==> config.mk <==
export PLATFORM = sky130hd
export DESIGN_NAME = jump_sequencer
export DESIGN_NICKNAME = d
export VERILOG_FILES = /design/src/rtl/jump_sequencer.sv
export SDC_FILE = /design/constraint.sdc
export NUM_CORES = 1
export LEC_CHECK = 0
export ABC_AREA = 1
export CAP_MARGIN = 25
export CORE_UTILIZATION = 46
export DETAILED_ROUTE_END_ITERATION = 8
export GPL_TIMING_DRIVEN = 1
export PLACE_DENSITY = 0.82
export SETUP_SLACK_MARGIN = 0.02
export SLEW_MARGIN = 20
export SYNTH_ARGS = -nofsm -noshare
export SYNTH_HDL_FRONTEND = slang
export SYNTH_SLANG_ARGS = --single-unit
==> constraint.sdc <==
create_clock -name clk -period 2.1 [get_ports clk]
set_input_delay 0.42 -clock clk [delete_from_list [all_inputs] [get_ports clk]]
set_output_delay 0.42 -clock clk [all_outputs]
set_load 0.1 [all_outputs]
==> src/rtl/jump_sequencer.sv <==
// Navigation jump sequencer: selects the position-integration mode each clock and
// sequences jump requests through warp charge, a single-cycle jump and a cooldown.
module jump_sequencer #(
  parameter int K               = 16,
  parameter int CHARGE_CYCLES   = 8,
  parameter int COOLDOWN_CYCLES = 4
) (
  input  logic           clk,
  input  logic           rst,
  input  logic           nav_reset,
  input  logic           jump_req,
  input  logic [3*K-1:0] jump_target,
  input  logic           abort,
  output logic [3:0]     pos_mode,
  output logic [3*K-1:0] jump_position,
  output logic           jump_ack,
  output logic           jump_done,
  output logic           aborted,
  output logic           busy
);

  typedef enum logic [2:0] {
    S_ZERO,
    S_IDLE,
    S_CHARGE,
    S_JUMP,
    S_COOLDOWN
  } state_t;

  localparam logic [7:0] CHARGE_LOAD   = 8'(CHARGE_CYCLES - 1);
  localparam logic [7:0] COOLDOWN_LOAD = 8'(COOLDOWN_CYCLES - 1);

  localparam logic [3:0] MODE_ZERO     = 4'b0001;
  localparam logic [3:0] MODE_SUBLIGHT = 4'b0010;
  localparam logic [3:0] MODE_JUMP     = 4'b0100;

  state_t     state, state_nxt;
  logic [7:0] cnt, cnt_nxt;
  logic       accept;
  logic       abort_hit;
  logic [3:0] mode_nxt;
  logic       busy_nxt;

  // NOTE: every signal driven here gets a default first, so no path leaves it
  // unassigned and no latch is inferred.
  always_comb begin
    state_nxt = state;
    cnt_nxt   = cnt;
    accept    = 1'b0;
    abort_hit = 1'b0;

    if (nav_reset) begin
      state_nxt = S_ZERO;
      cnt_nxt   = '0;
    end else begin
      unique case (state)
        S_ZERO: state_nxt = S_IDLE;
        S_IDLE: begin
          if (jump_req) begin
            accept    = 1'b1;
            state_nxt = S_CHARGE;
            cnt_nxt   = CHARGE_LOAD;
          end
        end
        S_CHARGE: begin
          // Abort outranks the final charge cycle, so a late abort still cancels.
          if (abort) begin
            abort_hit = 1'b1;
            state_nxt = S_IDLE;
          end else if (cnt == 8'd0) begin
            state_nxt = S_JUMP;
          end else begin
            cnt_nxt = cnt - 8'd1;
          end
        end
        S_JUMP: begin
          state_nxt = S_COOLDOWN;
          cnt_nxt   = COOLDOWN_LOAD;
        end
        S_COOLDOWN: begin
          if (cnt == 8'd0) state_nxt = S_IDLE;
          else             cnt_nxt   = cnt - 8'd1;
        end
        default: begin
          state_nxt = S_ZERO;
          cnt_nxt   = '0;
        end
      endcase
    end
  end

  // Outputs are decoded from the next state and registered alongside it.
  always_comb begin
    mode_nxt = MODE_SUBLIGHT;
    busy_nxt = 1'b0;
    unique case (state_nxt)
      S_ZERO:     mode_nxt = MODE_ZERO;
      S_JUMP:     begin mode_nxt = MODE_JUMP; busy_nxt = 1'b1; end
      S_CHARGE,
      S_COOLDOWN: busy_nxt = 1'b1;
      default:    mode_nxt = MODE_SUBLIGHT;
    endcase
  end

  // NOTE: sequential state uses non-blocking assignments so every register
  // samples the pre-edge values of the others.
  always_ff @(posedge clk) begin
    if (rst) begin
      state         <= S_ZERO;
      cnt           <= '0;
      pos_mode      <= MODE_ZERO;
      busy          <= 1'b0;
      jump_position <= '0;
      jump_ack      <= 1'b0;
      jump_done     <= 1'b0;
      aborted       <= 1'b0;
    end else begin
      state     <= state_nxt;
      cnt       <= cnt_nxt;
      pos_mode  <= mode_nxt;
      busy      <= busy_nxt;
      jump_ack  <= accept;
      jump_done <= (state_nxt == S_JUMP);
      aborted   <= abort_hit;
      if (accept) jump_position <= jump_target;
    end
  end

endmodule
==> metrics, run 1 <==
period utilization 0.7325; number of global-route vias before repair 2260; nature of the critical path endpoint flop; via-per-instance ratio 4.779; Ys Warns 0; met3 usage 0.05000; initial core utilization 0.4815; ranking of synthesized cells by area dfxtp_1 (48%), a21oi_1 (10%), o21ai_0 (9.3%); crit-path max FO 30; total of max-cap violations 0; Worst R2R Path Depth 7; row count 27; hold depth 2; post-route ant nets 0; CTS root buffer clkbuf_8; antenna violations before repair 0; Pwr Density 725.6 nW/µm²; remaining global-route overflow 0; Mapped Avg Cell Area 7.779 µm²; Die Y 78.39 µm; Layout area overhead 42.75%; ANT cells 0; worst hold slack 443.4 ps; worst skew pair latency 330 ps; worst vdd ir about 0.47 mV; Post-Route WL ~6300 µm; 1st-pass router iterations 4; wire per inst 12.01 µm; TNS Setup 0 ps; Max Freq 0.6501 GHz; Slew Limit Fails 0; Post-synth EDFFs 0; share of cells above drive strength 1 0.1960; Setup-failing EPs final 0; Worst EP required 2330 ps; largest net degree at the start of global routing 49; M1 GR Usage 0.2422; clock sinks 65; post_cts resized 0; hold_buf cts 0; reg-to-reg critical path startpoint state[2]$_SDFF_PP0_; share of the synthesized area in the top cell type 0.4848; clock slew seen by the registers of the worst setup and hold paths around 60 ps; ys async rst share 0; flop2flop setup slack between 600 and 700 ps; CTS tree yes; placed wire-length estimate 4647 µm; status completed; Layout Skew 6.173 ps; cell taking the most area after synthesis dfxtp_1; cell area after synthesis 2684 µm²; most common cell after layout, fill and taps aside dfxtp_1; H-tree depth 3; DR iter-0 viols 88; Post-Syn Instances 345; Hold Path End jump_position[4]$_SDFFE_PP0P_; vias 2514; DRC viols 0; CP arrival 1760 ps; gr busiest metal met2; global-route track usage on met2 0.3491; Cell variety after synth 28; area of the core 5574 µm²; die area between 6000 and 7000 µm²; Buffers on Ports 107; Top FF cell, synth dfxtp_1; # nets final just over 500; clk buf depth 2; first-pass GRT wire length 10060 µm; final critical-path required period 1538 ps; HP Class flop to flop; setup bufs post-CTS 0; die width 78.39 µm; post-synthesis register bit count 65; most frequent cells in the layout dfxtp_1 (65), inv_1 (63), a21oi_1 (55), buf_4 (55), clkdlybuf4s50_1 (52); Net Count, Synth 400; total CTS buffers 9; Routability Congestion ~0.84; Top Ports 109; RSZ-0062 raised after global routing false; CP Launch Type input pin; Seq/Total Area, Yosys 0.4848; final hold vios 0; Overall Global Routing Usage 0.2104; hold path start jump_position[4]$_SDFFE_PP0P_; Core Util, Final 0.6873; reg2reg end jump_position[46]$_SDFFE_PP0P_; Leak 1.573 nW; Worst Setup Path Type input pin to flop
-- layer usage --
metal | wire (µm) | vias to the layer above
met5 | 0 | -
met4 | 217 | 0
met3 | 365 | 17
met2 | 3026 | 83
met1 | 2709 | 1101
li1 | - | 1313
-- cells in the mapped netlist, types with 3 or more instances --
library cell and count:
a21oi_1 55, nor3_1 4, clkbuf_1 4, buf_4 3, inv_1 63, buf_6 5, dfxtp_1 65, clkbuf_2 5
o21ai_0 50, nand2_1 28, inv_2 4, nand3_1 7, o21ai_1 5, nand3_4 3, nor2_1 24
-- cell type report --
type,count,area [µm²]
fillers,476,1743
repair buffers,111,1013
clock inverters,3,17.52
multi-input cells,195,1006
inverters,68,257.7
flip-flops and latches,65,1301
clock buffers,12,145.1
well taps,72,90.09
-- critical path, cell delays in order --
cell	delay (ps)
clkdlybuf4s50_1	470
inv_1	160
nand3_4	230
buf_12	240
o21ai_0	200
a21oi_2	40
-- sequential cells by signal, summed over array words and instances (netlist names) --
register / count
jump_ack: 1
busy: 1
pos_mode: 3
jump_position: 48
state: 3
cnt: 8
aborted: 1
-- report_power, final --
group / total (mW) / internal [mW] / switching, mW
combinational: 0.588 / 0.185 / 0.403
sequential: 1.30 / 1.27 / 0.0229
clock: 0.896 / 0.450 / 0.445
-- worst max-delay path by stage --
stage | from | end | slack, ps | depth (start not counted)
detailed placement | nav_reset | jump_position[35]$_SDFFE_PP0P_ | 210 | 6
global placement | nav_reset | jump_position[46]$_SDFFE_PP0P_ | 280 | 6
finish | nav_reset | jump_position[46]$_SDFFE_PP0P_ | 560 | 6
floorplan | pos_mode[2]$_SDFF_PP0_ | pos_mode[2] | 320 | 1
CTS | nav_reset | jump_position[46]$_SDFFE_PP0P_ | 570 | 6
global route | nav_reset | jump_position[36]$_SDFFE_PP0P_ | 450 | 6
-- per-stage QoR --
| stage | std cells | setup slack, ps | area (µm²) | power [mW] |
|---|---|---|---|---|
| 2_1_floorplan | 345 | 323.8 | 2684 | 1.724 |
| 3_3_place_gp | 511 | 277.4 | 3669 | 1.903 |
| 3_5_place_dp | 511 | 214.5 | 3669 | 1.912 |
| 4_1_cts | 526 | 573.0 | 3831 | 2.802 |
| 5_1_grt | 526 | 451.3 | 3831 | 2.899 |
| 6_report | 526 | 561.7 | 3831 | 2.780 |
-- kinds of logic (layout without fill, tap and decap cells) --
| kind of cell | Yosys count | in the layout | share of synthesized area |
|---|---|---|---|
| AO/OA/AOI/OAI | 116 | 116 | 0.2214 |
| adder cells (fa/ha/maj) | 2 | 2 | 0.009323 |
| buffers and inverters | 85 | 194 | 0.1403 |
| flip-flops | 65 | 65 | 0.4848 |
| other | 1 | 1 | 0.001397 |
| AND/OR/NAND/NOR | 76 | 76 | 0.1427 |
(Power assumes the default switching activity.)
==> run 2, diff against run 1 <==
--- a/config.mk
+++ b/config.mk
@@ -7,10 +7,10 @@
 export LEC_CHECK = 0
 export ABC_AREA = 1
 export CAP_MARGIN = 25
-export CORE_UTILIZATION = 46
+export CORE_UTILIZATION = 39
 export DETAILED_ROUTE_END_ITERATION = 8
 export GPL_TIMING_DRIVEN = 1
-export PLACE_DENSITY = 0.82
+export PLACE_DENSITY = 0.73
 export SETUP_SLACK_MARGIN = 0.02
 export SLEW_MARGIN = 20
 export SYNTH_ARGS = -nofsm -noshare
==> constraint.sdc (replaced) <==
create_clock -name clk -period 1.3 [get_ports clk]
set_input_delay 0.26 -clock clk [delete_from_list [all_inputs] [get_ports clk]]
set_output_delay 0.26 -clock clk [all_outputs]
set_load 0.1 [all_outputs]
==> metrics, run 2 (synthesized netlist as in run 1, its figures left out) <==
H-tree depth 3 (unchanged); met3 usage 0.06226 (+0.01226); Die Y 84.96 µm (+8.4%); status finished with violations; Buffers on Ports 107 (unchanged); remaining global-route overflow 0 (unchanged); Post-Route WL 7980 µm (+26%); largest net degree at the start of global routing 62 (+27%); 1st-pass router iterations 6 (+2); final hold vios 0 (unchanged); placed wire-length estimate 5210 µm (+12%); DR iter-0 viols 195 (+120%); Setup-failing EPs final 2 (+2); area of the core 6495 µm² (+17%); share of cells above drive strength 1 0.3126 (+0.1166); clk buf depth 2 (unchanged); number of global-route vias before repair 2549 (+13%); most frequent cells in the layout inv_1 (59), dfxtp_1 (59), buf_12 (58); CP Launch Type flop; initial core utilization 0.4132 (-0.06827); crit-path max FO 4 (-87%); Pwr Density 1038 nW/µm² (+43%); Inst Count DP 534 (+4.5%); CP arrival 1560 ps (-200 ps); Routability Congestion 0.9061 (+7.6%); Biggest register jump_position; clock slew seen by the registers of the worst setup and hold paths 70 ps (about the same); Max Freq 0.7412 GHz; Worst EP required 1520 ps (-810 ps); clock sinks 65 (unchanged); vias 2756 (+9.6%); RSZ-0062 raised after global routing true; area post-placement 4489 µm² (+22%); via-per-instance ratio 4.921 (+3.0%); DRC viols 6 (+6); hold_buf cts 0 (unchanged); die width 84.96 µm (+8.4%); gr busiest metal met2; # nets final 534 (+5.7%); CTS root buffer clkbuf_8; Core Util, Final 0.7598 (+0.07246); post-route ant nets 0 (unchanged); Regs by FF count jump_position (48), cnt (8); worst vdd ir 0.6439 mV (+36%); fillcell total 409 (-14%); Slew Limit Fails 0 (unchanged); row count 29 (+7.4%); worst skew pair latency 340 ps (about the same); CP cell instances inv_4 > ha_4 > nand2_4 > inv_2 > nand2_2 > nand3_4 > nand2_2 > o21ai_1 > nor2_1; nature of the critical path endpoint flop; period utilization 1.038; total CTS buffers 9 (unchanged); Overall Global Routing Usage 0.2068 (-0.003556); first-pass GRT wire length 11630 µm (+16%); HP Class flop to flop; Finished Layout Cells 560 (+6.5%); Worst Setup Path Type flop to flop; Layout area overhead 83.87%; final critical-path required period 1349 ps; M1 GR Usage 0.2425 (+0.0003760); Largest register FFs 48 (unchanged); Leak 1.920 nW (+22%); post-route cell area 4935 µm² (+29%); CP max stage delay 340 ps (-130 ps); Layout Skew 9.293 ps (+3.119 ps); antenna violations before repair 0 (unchanged); ANT cells 0 (unchanged); global-route track usage on met2 0.3468 (-0.002349); wire per inst 14.25 µm (+19%); die area 7217 µm² (+17%); worst setup margin -49.13 ps (-610.8 ps); Top Ports 109 (unchanged); failing checks DRC, setup timing; CP dominant cell by count nand2_2; slowest stage cell, crit path dfxtp_2; CTS tree yes; total of max-cap violations 0 (unchanged)
## run 2: changes by cell type in the layout (fill, tap and decap cells not counted), moves of 4 or more
cell / delta
buf_12: +54
buf_4: -27
dfxtp_1: -6
dfxtp_2: +4
inv_1: -4
nand2_1: -4
nor2_1: -4
o21ai_0: -26
o21ai_1: +22
o21ai_2: +4
## run 2: critical path, delay by kind of cell (launching register included)
| family | cells | cell delay (ps) |
|---|---|---|
| buf+inv | 2 | 150 |
| simple gates | 5 | 420 |
| fa+ha+maj | 1 | 150 |
| compound gates | 1 | 180 |
| flops | 1 | 340 |
## run 2: where the power goes
group	internal (mW)	leakage, nW	switching [mW]
clock network	1.04	0.103	0.762
registers	2.05	0.531	0.0688
logic	0.491	1.29	0.705
## run 2: cell type report
| type | count | area, µm² | area share |
|---|---|---|---|
| Clock inverter | 4 | 50.05 | 0.01014 |
| Multi-Input combinational cell | 197 | 1150 | 0.2330 |
| Clock buffer | 11 | 162.7 | 0.03296 |
| Timing Repair Buffer | 138 | 1892 | 0.3834 |
| Inverter | 68 | 270.3 | 0.05477 |
| Sequential cell | 65 | 1314 | 0.2662 |
| Tap cell | 77 | 96.34 | 0.01952 |
## run 2: worst paths after layout
path / startpoint / slack, ps / depth (start not counted) / to
max: cnt[1]$_SDFFE_PP0P_ / -50 / 9 / cnt[0]$_SDFFE_PP0P_
min: jump_position[40]$_SDFFE_PP0P_ / 480 / 2 / jump_position[40]$_SDFFE_PP0P_
max reg2reg: cnt[1]$_SDFFE_PP0P_ / -50 / 9 / cnt[0]$_SDFFE_PP0P_
min reg2reg: jump_position[40]$_SDFFE_PP0P_ / 480 / 2 / jump_position[40]$_SDFFE_PP0P_
## run 2: what timing repair did
item / in CTS / in global routing
hold endpoints to repair: 0 / 0
pin swaps: 2 / 15
resized for setup: 10 / 60
buffers inserted: 2 / 7
endpoints found under the setup margin: 23 / 61
gates cloned: 1 / 1
## run 2: metal layers
metal  share of wire  vias up
li1                -     1374
met1            0.39     1234
met2            0.51      124
met3           0.071       24
met4           0.032        0
met5               0        -
## run 2: through the flow
stage / setup slack, ps / hold WS (ps) / TNS, ps / power, mW
finish: -49.13 / 479.6 / -87.31 / 5.122
global route: -71.28 / 498.6 / -789.5 / 5.327
CTS: -5.964 / 482.9 / -11.88 / 5.105
detailed placement: -262.5 / 472.3 / -11880 / 3.290
global placement: -250.4 / 466.8 / -10580 / 3.273
floorplan: 55.29 / 329.1 / 0 / 2.783
==> run 3, diff against run 2 <==
--- a/config.mk
+++ b/config.mk
@@ -7,11 +7,12 @@
 export LEC_CHECK = 0
 export ABC_AREA = 1
 export CAP_MARGIN = 25
+export CORE_MARGIN = 2
 export CORE_UTILIZATION = 39
 export DETAILED_ROUTE_END_ITERATION = 8
 export GPL_TIMING_DRIVEN = 1
 export PLACE_DENSITY = 0.73
-export SETUP_SLACK_MARGIN = 0.02
+export SETUP_SLACK_MARGIN = 0.4
 export SLEW_MARGIN = 20
 export SYNTH_ARGS = -nofsm -noshare
 export SYNTH_HDL_FRONTEND = slang
==> metrics, run 3 (synthesized netlist as in run 1, its figures left out) <==
status finished with violations; failing checks setup timing; Switching Share 0.3295 (+0.02958); final hold vios 0 (unchanged); nature of the critical path endpoint flop; Slew Limit Fails 0 (unchanged); 1st-pass router iterations 5 (-1); DRC viols 0 (-6); HP Class input pin to flop; Post-Route WL 12310 µm (+54%); most frequent cells in the layout buf_12 (63), inv_1 (58), dfxtp_2 (56); Worst R2R Path Depth 7 (-2); CTS root buffer clkbuf_8; via-per-instance ratio 5.397 (+9.7%); Die Y 86.96 µm (+2.4%); ANT cells 0 (unchanged); H-tree depth 3 (unchanged); Inst Count DP 544 (+1.9%); die width 86.96 µm (+2.4%); worst skew pair latency 350 ps (about the same); initial core utilization 0.3994 (-0.01377); Regs by FF count jump_position (48), cnt (8); total of max-cap violations 0 (unchanged); Overall Global Routing Usage 0.2293 (+0.02245); CTS tree yes; Largest register FFs 48 (unchanged); wire per inst 20.28 µm (+42%); Comb power frac 0.277 (+0.043); placed wire-length estimate 5571 µm (+6.9%); reg2reg end cnt[3]$_SDFFE_PP0P_; worst vdd ir 1.096 mV (+70%); P_int 3.627 mW (+1.2%); Layout Skew 14.79 ps (+5.497 ps); post-route ant nets 0 (unchanged); worst hold slack 431.5 ps (-48.14 ps); Top Ports 109 (unchanged); RSZ-0062 raised after global routing true; Reg power frac 0.395 (-0.020); Worst setup endpoint cnt[3]$_SDFFE_PP0P_; area of the core 6719 µm² (+3.4%); Worst Setup Path Type flop to flop; worst setup margin -140.8 ps (-91.69 ps); Routability Congestion 0.8894 (-1.8%); CP arrival 1720 ps (+160 ps); Worst EP required 1580 ps (+60 ps); Finished Layout Cells 607 (+8.4%); first-pass GRT wire length 13410 µm (+15%); clock slew seen by the registers of the worst setup and hold paths 80 ps (about the same); Switch Pwr 1.782 mW (+16%); crit-path max FO 5 (+1); total CTS buffers 9 (unchanged); remaining global-route overflow 0 (unchanged); DR iter-0 viols 187 (-4.1%); hold_buf cts 0 (unchanged); Layout area overhead 125.1%; most common cell after layout, fill and taps aside buf_12; number of global-route vias before repair 2763 (+8.4%); # nets final 577 (+8.1%); reg-to-reg critical path startpoint cnt[2]$_SDFFE_PP0P_; period utilization 1.108 (+0.07053); die area 7561 µm² (+4.8%); antenna violations before repair 0 (unchanged); clk buf depth 2 (unchanged); Leak 2.361 nW (+23%); row count 30 (+3.4%); final critical-path required period 1441 ps (+91.69 ps); fillcell total 261 (-36%); share of cells above drive strength 1 0.6546 (+0.3420); Max Freq 0.6940 GHz (-6.4%); Biggest register jump_position; vias 3276 (+19%); CP Launch Type flop; clock share of power 0.328 (-0.024); clock sinks 65 (unchanged); Buffers on Ports 107 (unchanged); flop2flop setup slack -140 ps (-90 ps); Setup-failing EPs final 58 (+56); CP startpoint cnt[2]$_SDFFE_PP0P_; largest net degree at the start of global routing 29 (-53%); Pwr Density 895.5 nW/µm² (-14%)
-- run 3: cell types whose count changed in the layout (fill, tap and decap cells not counted), sizes merged --
cell,before,now
nand3,13,14
clkbuf,11,19
dlygate4sd2,0,1
clkinv,1,2
clkinvlp,2,0
clkdlybuf4s50,52,50
buf,86,122
dlymetal6s2s,0,1
-- run 3: what timing repair did --
item                       4_1_cts  5_1_grt
gates resized for setup         36       65
setup buffers                   17       20
setup endpoints to repair      120      120
cloned                           3        7
pin swaps                        7       19
-- run 3: routing by layer --
layer	vias up	share of wire	global-route usage
met1	1555	0.37	0.2942
met3	47	0.071	0.05308
li1	1476	-	-
met4	0	0.041	0.1080
met2	198	0.52	0.3636
met5	-	0	0
-- run 3: power by group through the flow --
stage / sequential [mW] / combinational [mW] / clock, mW
2_1_floorplan: 2.57 / 0.322 / 0
5_1_grt: 2.14 / 1.55 / 1.87
6_report: 2.13 / 1.50 / 1.78
3_3_place_gp: 2.17 / 1.24 / 0
3_5_place_dp: 2.18 / 1.25 / 0
4_1_cts: 2.13 / 1.32 / 1.75
-- run 3: worst min path at each step --
stage	startpoint	end	slack, ps	cells past startpoint
after floorplan	rst	busy$_SDFF_PP0_	320	1
after global placement	jump_position[5]$_SDFFE_PP0P_	jump_position[5]$_SDFFE_PP0P_	450	2
after detailed placement	jump_position[4]$_SDFFE_PP0P_	jump_position[4]$_SDFFE_PP0P_	460	2
after CTS	rst	state[0]$_SDFF_PP0_	390	2
after global routing	jump_req	jump_ack$_SDFF_PP0_	440	4
final	rst	state[1]$_SDFF_PP0_	430	2
-- run 3: area by class of cell --
class	instances	area, µm²	area share
repair buffers	180	2464	0.4078
multi-input cells	198	1623	0.2686
flip-flops and latches	65	1390	0.2301
inverters	68	275.3	0.04557
clock buffers	13	148.9	0.02465
well taps	80	100.1	0.01657
clock inverters	3	40.04	0.006628
-- run 3: worst max-delay path, stage by stage, from the launching register on --
cell and delay, ps:
dfxtp_4 380, inv_1 120, nand2_1 80, nor2_1 210, nor2_1 120, nor3_4 190, nand2_1 100, a21oi_1 160
-- run 3: stage by stage --
step	util	setup TNS [ps]	total power [mW]	instance area (µm²)	setup slack, ps
global placement	0.7374	-12310	3.410	4955	-258.8
finish	0.8991	-2330	5.409	6041	-140.8
detailed placement	0.7374	-13300	3.427	4955	-266.0
global route	0.8991	-4743	5.559	6041	-225.8
CTS	0.8069	0	5.193	5421	6.894
floorplan	-	0	2.892	3138	138.0
